## src/rtl/subexpr_sched_ctrl.sv

```systemverilog
// Area-reduced six-result arithmetic network: one shared add/sub and one shared
// multiplier stepped through a fixed 12-step schedule with shared subexpressions.
module subexpr_sched_ctrl #(
  parameter int WIDTH = 32
) (
  input  logic             clk,
  input  logic             rst_n,
  input  logic             in_valid,
  output logic             in_ready,
  input  logic [WIDTH-1:0] a,
  input  logic [WIDTH-1:0] b,
  input  logic [WIDTH-1:0] c,
  input  logic [WIDTH-1:0] d,
  input  logic [WIDTH-1:0] e,
  input  logic [WIDTH-1:0] f,
  input  logic [WIDTH-1:0] g,
  input  logic [WIDTH-1:0] h,
  output logic             out_valid,
  input  logic             out_ready,
  output logic [WIDTH-1:0] result1,
  output logic [WIDTH-1:0] result2,
  output logic [WIDTH-1:0] result3,
  output logic [WIDTH-1:0] result4,
  output logic [WIDTH-1:0] result5,
  output logic [WIDTH-1:0] result6,
  output logic             busy,
  output logic [3:0]       step,
  output logic [1:0]       dbg_state
);

  typedef enum logic [1:0] {IDLE, RUN, DONE} state_t;

  state_t           state;
  logic [WIDTH-1:0] op_a, op_b, op_c, op_d, op_e, op_f, op_g, op_h;
  logic [WIDTH-1:0] sab, mcd, sef, t0, t1;
  logic [WIDTH-1:0] add_x, add_y, add_res;
  logic [WIDTH-1:0] mul_x, mul_y, mul_res;
  logic             add_sub;
  logic             accept;

  // Handshakes: a transfer happens on a rising edge where valid & ready are both
  // high; out_valid stays high with results frozen until out_ready is seen.
  assign in_ready  = (state == IDLE) || ((state == DONE) && out_ready);
  assign accept    = in_valid && in_ready;
  assign dbg_state = state;

  always_comb begin
    add_x   = '0;
    add_y   = '0;
    add_sub = 1'b0;
    mul_x   = '0;
    mul_y   = '0;
    case (step)
      4'd0:  begin add_x = op_a; add_y = op_b; mul_x = op_c; mul_y = op_d; end
      4'd1:  begin add_x = op_e; add_y = op_f; add_sub = 1'b1; end
      4'd2:  begin add_x = sab;  add_y = mcd;  end
      4'd3:  begin add_x = mcd;  add_y = sef;  end
      4'd4:  begin add_x = sab;  add_y = op_g; end
      4'd5:  begin add_x = t0;   add_y = op_h; end
      4'd6:  begin add_x = mcd;  add_y = op_e; end
      4'd7:  begin add_x = mcd;  add_y = op_b; mul_x = t0; mul_y = sab; end
      4'd8:  begin add_x = op_f; add_y = sab;  end
      4'd9:  begin add_x = t1;   add_y = t0;   add_sub = 1'b1; end
      4'd10: begin add_x = sab;  add_y = op_c; end
      4'd11: begin mul_x = t0;   mul_y = sef;  end
      default: ;
    endcase
  end

  assign add_res = add_sub ? (add_x - add_y) : (add_x + add_y);
  // Only the low WIDTH bits of the product are kept.
  assign mul_res = mul_x * mul_y;

  always_ff @(posedge clk or negedge rst_n) begin
    if (!rst_n) begin
      state <= IDLE;
      step <= '0; busy <= 1'b0; out_valid <= 1'b0;
      op_a <= '0; op_b <= '0; op_c <= '0; op_d <= '0;
      op_e <= '0; op_f <= '0; op_g <= '0; op_h <= '0;
      sab <= '0; mcd <= '0; sef <= '0; t0 <= '0; t1 <= '0;
      result1 <= '0; result2 <= '0; result3 <= '0;
      result4 <= '0; result5 <= '0; result6 <= '0;
    end else begin
      case (state)
        RUN: begin
          case (step)
            4'd0:  begin sab <= add_res; mcd <= mul_res; end
            4'd1:  sef <= add_res;
            4'd2:  result1 <= add_res;
            4'd3:  result2 <= add_res;
            4'd4:  t0 <= add_res;
            4'd5:  result3 <= add_res;
            4'd6:  t0 <= add_res;
            4'd7:  begin t1 <= add_res; result4 <= mul_res; end
            4'd8:  t0 <= add_res;
            4'd9:  result5 <= add_res;
            4'd10: t0 <= add_res;
            4'd11: result6 <= mul_res;
            default: ;
          endcase
          if (step == 4'd11) begin
            step <= '0; busy <= 1'b0; out_valid <= 1'b1; state <= DONE;
          end else begin
            step <= step + 4'd1;
          end
        end
        DONE: begin
          if (out_ready) begin
            out_valid <= 1'b0;
            state     <= IDLE;
          end
        end
        default: ;
      endcase
      // Accept from IDLE or straight out of DONE; overrides the DONE->IDLE move.
      if (accept) begin
        op_a <= a; op_b <= b; op_c <= c; op_d <= d;
        op_e <= e; op_f <= f; op_g <= g; op_h <= h;
        step <= '0; busy <= 1'b1; state <= RUN;
      end
    end
  end

endmodule

```

## config.mk

```make
export PLATFORM = sky130hd
export DESIGN_NAME = subexpr_sched_ctrl
export DESIGN_NICKNAME = d
export VERILOG_FILES = /design/src/rtl/subexpr_sched_ctrl.sv
export SDC_FILE = /design/constraint.sdc
export NUM_CORES = 2
export LEC_CHECK = 0
export ABC_AREA = 1
export ABC_CLOCK_PERIOD_IN_PS = 9900
export BUFFER_PORTS_ARGS = -buffer_cell sky130_fd_sc_hd__buf_2
export CORE_MARGIN = 3
export CORE_UTILIZATION = 55
export DETAILED_ROUTE_END_ITERATION = 10
export GPL_ROUTABILITY_DRIVEN = 0
export GPL_TIMING_DRIVEN = 0
export HOLD_SLACK_MARGIN = 0.08
export PLACE_DENSITY_LB_ADDON = 0.25
export SYNTH_ARGS = -nofsm -noshare
export SYNTH_HDL_FRONTEND = slang
export SYNTH_SLANG_ARGS = --single-unit
```

## constraint.sdc

```tcl
create_clock -name clk -period 9.9 [get_ports clk]
set_input_delay 1.98 -clock clk [delete_from_list [all_inputs] [get_ports clk]]
set_output_delay 1.98 -clock clk [all_outputs]
set_load 0.01 [all_outputs]
```

==> impl_metrics.yaml <==
floorplan:
  die_x_um: 295
  die-area_um2: 87000
  ios: 461
  dieHeight_um: 295
  row_count: 105
  core_um2: 82400
  start_util: 0.558
clock_network:
  path_clk_slew_ns: 0.07
  htree_levels: 3
  ctsRootBufferMaster: "clkbuf_16"
  cts_sinks: 616
  clk_latency_ns: 0.69
  cts_buffers: 67
  cts_max_path_buffers: 3
  cts_tree: "done"
  post-cts-setup-buffers: 0
route:
  ant_nets: 0
  drt_iter0_markers: 6320
  viasPerCell: 6.10
  vias: 43400
  drc_errors: 0
  wire_per_inst_um: 26.7
  routed_wl_um: 190000
  dr.pass1.iters: 10
logic_synthesis:
  synthFlopType: "dfrtp_1"
  synth-seq-area-share: 0.336
  netlist_area_um2: 45900
  synth_area_per_cell_um2: 8.43
  ys_async_sr_fraction: 1.00
  synth_edf_count: 0
  synth_nets: 6276
  yosysWarningCount: 0
  syn_inst: 5448
  synth_seq_cells: 616
  synthDistinctLibCells: 65
global_routing:
  grt_pass1_vias: 42700
  antenna_found_initial: 20
  grt_max_degree: 118
  grt_use_total: 0.436
  grt_overflow: 0
  grt_pass1_wl_um: 274000
timing:
  period_minus_slack_ns: 9.61
  clock_skew_ns: 0.0653
  max_freq_mhz: 104
  setup_ws_ns: 0.290
  fin_crit_sh: 0.971
  worstMarginPinSlew_ns: 1.48
  slew_violations: 0
  slew_headroom: 0.0115
  setup_viol: 0
  hold_violations: 0
worst_setup_path:
  critical_path_arrival_ns: 10.12
  slowest_delay_ns: 0.69
  cpMaxStageDelayCell: "o2111ai_1"
  crit_path_end_kind: "flip-flop"
  worst-path-max-fanout: 10
  crit_family: "adder cells"
  cp.required_ns: 10.41
  cp_common_cell: "fa_1"
  crit_type: "reg -> reg"
  cp.depth: 32
  reg2regPathDepth: 32
  critPathLaunchType: "flip-flop"
  worst-path-buf-inv: 7
finish:
  nets: 6810
  ff_latch_area_um2: 15400
  area_delta_synth_final_pct: 13.7
  n_fill_cell: 7008
  drive_gt1_frac: 0.149
  final_cell_mix: "nand2_1, inv_1, dfrtp_1, buf_2, fa_1"
  multi_input_area_um2: 25700
  final_common_cell: "nand2_1"
  final_util: 0.634
min_path:
  hp-class: "reg -> reg"
  whs_path_depth: 2
place:
  hpwl_um: 149000
  dp_slack_ns: -0.484
  io_buffers: 460
run_status:
  status: "complete, but fails checks"
  failed_checks: "capacitance limit"
job:
  drv_cap: 1
-- kinds of logic after synthesis --
| logic type | after synthesis | share of synthesized area |
|---|---|---|
| flops | 616 | 0.336 |
| fa+ha+maj | 568 | 0.222 |
| xor+xnor | 81 | 0.0154 |
| buf+inv | 1261 | 0.107 |
| mux | 151 | 0.0370 |
| simple gates | 1948 | 0.176 |
| compound gates | 823 | 0.107 |
-- through the flow --
| stage | TNS [ns] | instances | hold WS (ns) | area [um2] |
|---|---|---|---|---|
| 5_1_grt | -0.0119 | 7119 | 0.484 | 52200 |
| 3_3_place_gp | -3647.72 | 6978 | 0.452 | 49600 |
| 3_5_place_dp | -1.57 | 6985 | 0.457 | 49700 |
| 2_1_floorplan | 0 | 5448 | 0.450 | 45900 |
| 6_report | 0 | 7126 | 0.471 | 52200 |
| 4_1_cts | 0 | 7103 | 0.469 | 52100 |
-- final timing paths --
check                            from         end  slack, ns
setup / recovery              step[0]     mcd[29]       0.29
hold / removal             result3[2]  result3[2]       0.47
setup reg to reg              step[0]     mcd[29]       0.29
hold reg to reg            result3[2]  result3[2]       0.47
max in group asynchronous       rst_n     mcd[21]       7.07
min in group asynchronous       rst_n    op_b[12]       1.33
-- tightest hold or removal path, cell delays in order, from the launching register on --
cell	delay (ns)
dfrtp_1	0.34
nand2_1	0.05
nand2_1	0.05
-- cells in the mapped netlist (all sizes together), types with 17 or more instances --
cell type | number | area [um2]
nand3 | 241 | 1270
dfrtp | 616 | 15400
mux2 | 151 | 1700
nand2 | 1409 | 5420
nand4 | 20 | 125
buf | 81 | 498
a221oi | 45 | 432
ha | 159 | 1990
nand3b | 17 | 135
nor3 | 17 | 111
a21oi | 224 | 1120
nor2 | 225 | 878
clkbuf | 183 | 687
o22ai | 95 | 633
fa | 409 | 8190
xnor2 | 32 | 280
xor2 | 49 | 429
a22oi | 58 | 440
inv | 990 | 3730
o21ai | 335 | 1720
-- area by class of cell --
class / instances / area share
diodes: 24 / 0.00115
clock buffers: 92 / 0.0356
multi-input cells: 3571 / 0.491
flip-flops and latches: 616 / 0.295
inverters: 997 / 0.0719
clock inverters: 27 / 0.00894
well taps: 1070 / 0.0256
plain buffers: 261 / 0.0230
repair buffers: 468 / 0.0473
-- metal layers --
metal	vias up	GRT usage	part of all wire
met3	1059	0.175	0.15
met2	3577	0.631	0.42
met5	-	0	0.000068
li1	18100	-	-
met1	20700	0.508	0.33
met4	2	0.367	0.10
-- timing repair --
action,CTS,global route
endpoints found under the setup margin,9,17
resized for setup,9,27
endpoints found under the hold margin,0,0
hold buffers,0,0
Power is left out: the tool's default activity adds up to more than one toggle a clock period on the data nets, which glitch-free logic cannot reach.
